[src/rtl/transfer_pkg.sv]
// Shared types for the two-source transfer pipeline.
// Stage bundle, source tags, stage-pair state codes.
package transfer_pkg;

  localparam int DATA_W = 4;

  localparam logic SRC0 = 1'b0;
  localparam logic SRC1 = 1'b1;

  // {vA, vB}
  localparam logic [1:0] ST_EMPTY  = 2'b00;
  localparam logic [1:0] ST_A_ONLY = 2'b10;
  localparam logic [1:0] ST_B_ONLY = 2'b01;
  localparam logic [1:0] ST_FULL   = 2'b11;

  typedef struct packed {
    logic              valid;
    logic              src;
    logic [DATA_W-1:0] data;
  } stage_t;

endpackage

[src/rtl/rr_arbiter2.sv]
// Two-way round-robin arbiter, purely combinational.
// Ports: en_i, req_i[1:0], last_i (last winner), gnt_o[1:0] one-hot or zero.
module rr_arbiter2
  import transfer_pkg::*;
(
  input  logic       en_i,
  input  logic [1:0] req_i,
  input  logic       last_i,
  output logic [1:0] gnt_o
);

  always_comb begin
    gnt_o = 2'b00;
    if (en_i) begin
      unique case (1'b1)
        (req_i == 2'b11):
          gnt_o = (last_i == SRC0) ? 2'b10 : 2'b01;
        (req_i == 2'b01): gnt_o = 2'b01;
        (req_i == 2'b10): gnt_o = 2'b10;
        default:          gnt_o = 2'b00;
      endcase
    end
  end

endmodule

[src/rtl/parallel_transfer_arbiter.sv]
// Two requesters share a 2-stage (A->B) transfer pipe.
// Ports: req/data/gnt per source, out_* valid/ready side, cnt0/cnt1.
module parallel_transfer_arbiter
  import transfer_pkg::*;
#(
  parameter int WIDTH = DATA_W,
  parameter int CNT_W = 8
) (
  input  logic             clk,
  input  logic             rst,
  input  logic             flush,
  input  logic             req0,
  input  logic [WIDTH-1:0] data0,
  output logic             gnt0,
  input  logic             req1,
  input  logic [WIDTH-1:0] data1,
  output logic             gnt1,
  output logic [WIDTH-1:0] out_data,
  output logic             out_src,
  output logic             out_valid,
  input  logic             out_ready,
  output logic [CNT_W-1:0] cnt0,
  output logic [CNT_W-1:0] cnt1
);

  localparam logic [CNT_W-1:0] ONE =
    {{(CNT_W-1){1'b0}}, 1'b1};

  stage_t           a_q, a_d;
  stage_t           b_q, b_d;
  logic             last_q, last_d;
  logic [CNT_W-1:0] cnt0_q, cnt0_d;
  logic [CNT_W-1:0] cnt1_q, cnt1_d;

  logic       out_fire;
  logic       move_b;
  logic       can_accept;
  logic       arb_en;
  logic [1:0] gnt;

  assign out_fire   = b_q.valid & out_ready;
  assign move_b     = ~b_q.valid | out_fire;
  assign can_accept = ~a_q.valid | move_b;
  assign arb_en     = can_accept & ~flush & ~rst;

  rr_arbiter2 u_arb (
    .en_i   (arb_en),
    .req_i  ({req1, req0}),
    .last_i (last_q),
    .gnt_o  (gnt)
  );

  always_comb begin
    a_d    = a_q;
    b_d    = b_q;
    last_d = last_q;
    cnt0_d = cnt0_q;
    cnt1_d = cnt1_q;

    if (move_b) b_d = a_q;

    if (|gnt) begin
      a_d.valid = 1'b1;
      a_d.src   = gnt[1];
      a_d.data  = gnt[1] ? data1 : data0;
      last_d    = gnt[1];
    end else if (move_b) begin
      a_d.valid = 1'b0;
    end

    // A word leaving during a flush is still delivered.
    if (out_fire) begin
      if (b_q.src == SRC1) cnt1_d = cnt1_q + ONE;
      else                 cnt0_d = cnt0_q + ONE;
    end

    // Drop valids only; payload stays so out_data holds.
    if (flush) begin
      a_d       = a_q;
      b_d       = b_q;
      a_d.valid = 1'b0;
      b_d.valid = 1'b0;
    end
  end

  always_ff @(posedge clk) begin
    if (rst) begin
      a_q    <= '0;
      b_q    <= '0;
      last_q <= SRC1;
      cnt0_q <= '0;
      cnt1_q <= '0;
    end else begin
      a_q    <= a_d;
      b_q    <= b_d;
      last_q <= last_d;
      cnt0_q <= cnt0_d;
      cnt1_q <= cnt1_d;
    end
  end

  assign gnt0      = gnt[0];
  assign gnt1      = gnt[1];
  assign out_data  = b_q.data;
  assign out_src   = b_q.src;
  assign out_valid = b_q.valid;
  assign cnt0      = cnt0_q;
  assign cnt1      = cnt1_q;

endmodule
[config.mk]
export PLATFORM = sky130hd
export DESIGN_NAME = parallel_transfer_arbiter
export DESIGN_NICKNAME = d
export VERILOG_FILES = /design/src/rtl/transfer_pkg.sv /design/src/rtl/rr_arbiter2.sv /design/src/rtl/parallel_transfer_arbiter.sv
export SDC_FILE = /design/constraint.sdc
export NUM_CORES = 1
export LEC_CHECK = 0
export CAP_MARGIN = 30
export CORE_MARGIN = 8
export CORE_UTILIZATION = 45
export CTS_CLUSTER_SIZE = 40
export DETAILED_ROUTE_END_ITERATION = 8
export PLACE_DENSITY = 0.72
export SYNTH_ARGS = -nofsm -noshare
export SYNTH_HDL_FRONTEND = slang
export SYNTH_SLANG_ARGS = --single-unit
export TNS_END_PERCENT = 5
[constraint.sdc]
create_clock -name clk -period 3.5 [get_ports clk]
set_clock_uncertainty 0.2 [all_clocks]
set_input_delay 0.525 -clock clk [delete_from_list [all_inputs] [get_ports clk]]
set_output_delay 0.525 -clock clk [all_outputs]
set_load 0.01 [all_outputs]
## Yosys cells after proc, flatten, opt, wreduce, memory -nomap -nowiden

Index checks and enable logic that the tools add are counted.

- Register bits after elaboration: 29
- Bits of input ports: 14
- Output and inout bits: 24
- Logic and storage cells: 37

- $add $sub $neg: 2
- Equal/unequal tests: 3
- Muxes and demuxes: 6
- Bitwise operators: 10
- Reduce and logical (&&, ||, !) cells: 7

Operator list:

| operator | number |
|---|---|
| $add A8 B1 Y8 const B | 2 |
| $reduce_and A2 Y1 | 4 |
| $pmux W2 S3 | 1 |
| $not A1 Y1 | 5 |
| $eq A2 B2 Y1 const B | 2 |
| $mux W2 | 2 |
| $mux W4 | 1 |
| $reduce_or A2 Y1 | 2 |
| $and A1 B1 Y1 | 3 |
| $eq A2 B1 Y1 const B | 1 |
| $mux W1 | 2 |
| $or A1 B1 Y1 | 2 |
| $reduce_bool A2 Y1 | 1 |

## Longest topological paths before layout

- Depth after elaboration: 8
- Gate-level depth with buffers: 5

## Modules after synthesis

From an unflattened synthesis, not the netlist that was laid out.

- Cell total of the unflattened synthesis: 139
- Area, all modules: 1236.2 um^2

Modules (own cells, without submodules):

| module | times used | cells each | area an instance (um^2) | sequential area each (um^2) |
|---|---|---|---|---|
| parallel_transfer_arbiter | 1 | 134 | 1214.9 | 580.6 |
| rr_arbiter2 | 1 | 5 | 21.3 | 0.0 |

## Worst setup path after synthesis

Ideal clock, no wire load.

- Path kind: input port to output port
- From: input port rst
- To: output port gnt0
- Arrival time: 1.343 ns
- Data required time: 2.775 ns
- Path slack: 1.432 ns
- Stages: 4
- Buffers on the path: 2
- Cell sequence: buf_2 or2_2 buf_2 a2111oi_4

- Longest elaborated chain between the ends: 3

RTL lines:

| element | RTL line | text |
|---|---|---|
| start, declared | parallel_transfer_arbiter.sv:10 | `input logic rst,` |
| $not A1 Y1 | parallel_transfer_arbiter.sv:44 | `assign arb_en = can_accept & ~flush & ~rst;` |
| $and A1 B1 Y1 | parallel_transfer_arbiter.sv:44 |  |
| $mux W2 | rr_arbiter2.sv:14 | `if (en_i) begin` |
| end, declared | parallel_transfer_arbiter.sv:14 | `output logic gnt0,` |

Every way passes these cells.

## Worst setup path after layout

- From: input port flush
- To: output port gnt0

- Longest elaborated chain between the ends: 4

RTL lines:

| element | RTL line | text |
|---|---|---|
| start, declared | parallel_transfer_arbiter.sv:11 | `input logic flush,` |
| $not A1 Y1 (no line) | - |  |
| $and A1 B1 Y1 (2 in a row) | parallel_transfer_arbiter.sv:44 |  |
| $mux W2 | rr_arbiter2.sv:14 |  |

Every way passes these cells.

==> summary.md <==
The run gives 5380 um as the global-route wire length before repair. Clock tree synthesis selected as its root buffer the cell clkbuf_4. TritonCTS built the clock tree. The count of buffers added on input and output ports is 37.

Adding up every negative setup slack in the final design gives 0 ps. The run gives 0 as the number of failing setup endpoints in the final timing report. A synthesized cell averages 9.15 um2. The worst setup path is captured at an output port.

The run gives 28 as the maximum number of pins on one net before global-route repair. Among all flip-flop cells after synthesis, the most frequent one is dfxtp_1. The logs give 0 for the final-report max-slew violation count and 20 for the row count.

After clock tree synthesis, the clock-pin slew on the worst setup and hold paths is 80 ps. The post-route netlist has 9.47% of its cells at a drive strength greater than 1. The logs give 3360 um for the sum of routed wire length over all layers and 152 for the cell count after synthesis.

The Yosys step of the flow raised 0 warnings. TritonCTS created 5 clock buffers. After detailed routing, the number of remaining DRC violations is 0.

The hold path depth works out to 2. The vias per cell was 5.85; the overall die height was 71.6 um. Class of the most critical setup path: primary input to output port. The number of hold violations in the final report was 0; the post-CTS resize count was 0.

The die covers 5130 um2. Dividing the detail-routed wire length by the instance count gives 15.1 um. The clock period could shrink to 3050 ps. For the worst setup path, the data arrival time is 2320 ps. Number of global-route vias before repair: 1252. At the worst endpoint, the required time is 2770 ps.

The total of hold buffers inserted after clock tree synthesis was 0; the length in cells of the worst reg-to-reg path was 3. The power per cell area works out to 335 nW/um2. The first detailed-routing pass took 4 iterations.

For the pin with the worst max-slew slack, the measured transition is 477 ps. The clock net in this run drives a total of 29 sinks. Max-cap violations in this run came to 0. The count of nets left with antenna violations once routing finished came out at 0. In this run the worst path has a maximum fanout of 8. The area growth from synthesis to layout came out at 31.3%. Pin placement for this block handled 38 I/O pins. The async set-or-reset flop fraction in the synthesized netlist works out to 0%.

The core region is 3000 um2. Setup repair after global routing left no endpoint under its margin. Once the clock tree was built, the setup fixing pass inserted 0 buffers. The flow ran to the end, and the final reports show no timing, DRC or antenna violations. The biggest area contributor in the post-synthesis netlist is dfxtp_1. The core occupancy in the finished layout is 60.8%. By instance count, the cell type seen most on the critical path is clkdlybuf4s50_1.

In the post-synthesis netlist, the cell with the most instances is dfxtp_1. The critical path goes through clkdlybuf4s50_1, or2_2, a2111oi_4, clkdlybuf4s50_1. By count the netlist is led by dfxtp_1 (29), a21oi_1 (13), o21ai_0 (11). The post-synthesis cell area was 1390 um2; the placer congestion estimate was 0.794.

The tightest min-delay check is of the register to register type. Headroom to the max-slew limit came out at 68.1%. The routed layout has 1304 vias. The tools report the launching element type of the critical path as a primary input. The HPWL after detailed placement came out at 2510 um. The leakage dissipation was 0.645 nW. No sink is reached through more buffers than the 2 on the longest clock path. Antenna diode instance count: 0.

The die outline width was 71.6 um; the portion of synthesized cell area occupied by the leading cell type was 41.7%. In this run, the number of DRC markers left after iteration 0 of detailed routing was 89. Standard cell with the maximum stage delay on the critical path: clkdlybuf4s50_1.

Counting flops with a built-in enable in the synthesized netlist gives 0. For the global router's overall resource usage, the log shows 13.0%. The fmax was 328 MHz; the effective utilization at floorplan was 46.3%. On the worst path, the slowest cell contributes a delay of 600 ps. For the worst-skew pair, the clock arrives at the later sink with an insertion delay of 310 ps. For the sequential share of the synthesized area, the log shows 41.7%. The tools report the distinct cell type count after synthesis as 38.

By area the synthesized netlist is led by dfxtp_1 (42%), a21oi_1 (4.7%), o21ai_0 (4.0%). The total global routing overflow is 0, and the layout net count is 206. The run gives 168 as the post-synthesis net count.

Of the available clock period, the critical path in the final layout requires 87.1%. The clock tree synthesis step divided the H-tree into 2 levels. The initial antenna violation count was 0.

The run gives 0.000203 V as the peak supply drop. In this run, synthesis produced a sequential element count of 29.
layout by cell type (no fill, tap or decap), drive strengths merged:
cell type and count:
a31oi 4, nor2 9, a21oi 13, clkbuf 7, xnor2 1, buf 3
nand2 5, nand3 9, a2111oi 1, and3b 1, a311oi 4, o21a 1
nand3b 2, and3 1, dfxtp 29, nand2b 1, nand4 8, xor2 3
o211ai 1, o311ai 2, nand4b 2, mux2i 2, or3 5, o21ai 11
o31ai 7, inv 7, a21boi 1, nor2b 1, o41ai 2, a21bo 1
or4 3, clkdlybuf4s50 37, ha 2, or2 4
critical path: cells and delay by family:
| kind | cells | cell delay [ps] |
|---|---|---|
| AOI/OAI and AO/OA | 1 | 230 |
| buffers and inverters | 2 | 1130 |
| and+or+nand+nor | 1 | 430 |
state kept, by name, summed over array words and instances (netlist names):
register,flops
a_q,6
cnt0,8
cnt1,8
last_q,1
out_data,4
out_src,1
out_valid,1
power breakdown:
group	switching, mW	total (mW)	leakage (nW)	internal (mW)
Clock	0.110	0.205	0.0314	0.0947
Combinational	0.0302	0.0636	0.378	0.0334
Sequential	0.00610	0.343	0.235	0.337
final cells by class:
type                            instances  area, um2
Sequential cell                        29        581
Clock buffer                            7       55.1
Multi-Input combinational cell        107        731
Tap cell                               33       41.3
Inverter                                7       26.3
Timing Repair Buffer                   40        393
Fill cell                             272       1180
metrics by stage:
stage	cell area (um2)	total power [mW]	cells	setup WS (ps)	hold WS, ps
5_1_grt	1830	0.644	223	374	307
3_5_place_dp	1770	0.415	216	454	262
3_3_place_gp	1770	0.413	216	500	261
2_1_floorplan	1390	0.385	152	1430	236
6_report	1830	0.611	223	451	280
4_1_cts	1830	0.619	223	450	275
per-layer routing:
layer	track usage, %	up-vias	share of wire [%]
li1	-	647	-
met1	13.8	616	44
met2	22.2	39	50
met3	6.28	2	5.8
met4	3.63	0	0.33
met5	0	-	0
cells by family (layout without fill, tap and decap cells):
| kind of cell | count (synthesis) | count (layout) | synth area share [%] |
|---|---|---|---|
| buf+inv | 16 | 54 | 5.76 |
| simple gates | 51 | 51 | 23.2 |
| compound gates | 48 | 48 | 23.6 |
| flops | 29 | 29 | 41.7 |
| fa+ha+maj | 2 | 2 | 1.80 |
| mux | 2 | 2 | 1.44 |
| xor+xnor | 4 | 4 | 2.52 |
worst paths after layout:
kind / start / endpoint / slack (ps)
setup / recovery: flush / gnt0 / 450
hold / removal: out_data[0]$_SDFFE_PP0P_ / out_data[0]$_SDFFE_PP0P_ / 280
hold reg to reg: out_data[0]$_SDFFE_PP0P_ / out_data[0]$_SDFFE_PP0P_ / 280
setup reg to reg: out_valid$_SDFFE_PP0P_ / cnt1[6]$_SDFFE_PP0P_ / 1720
Power figures use the tool's default switching activity.
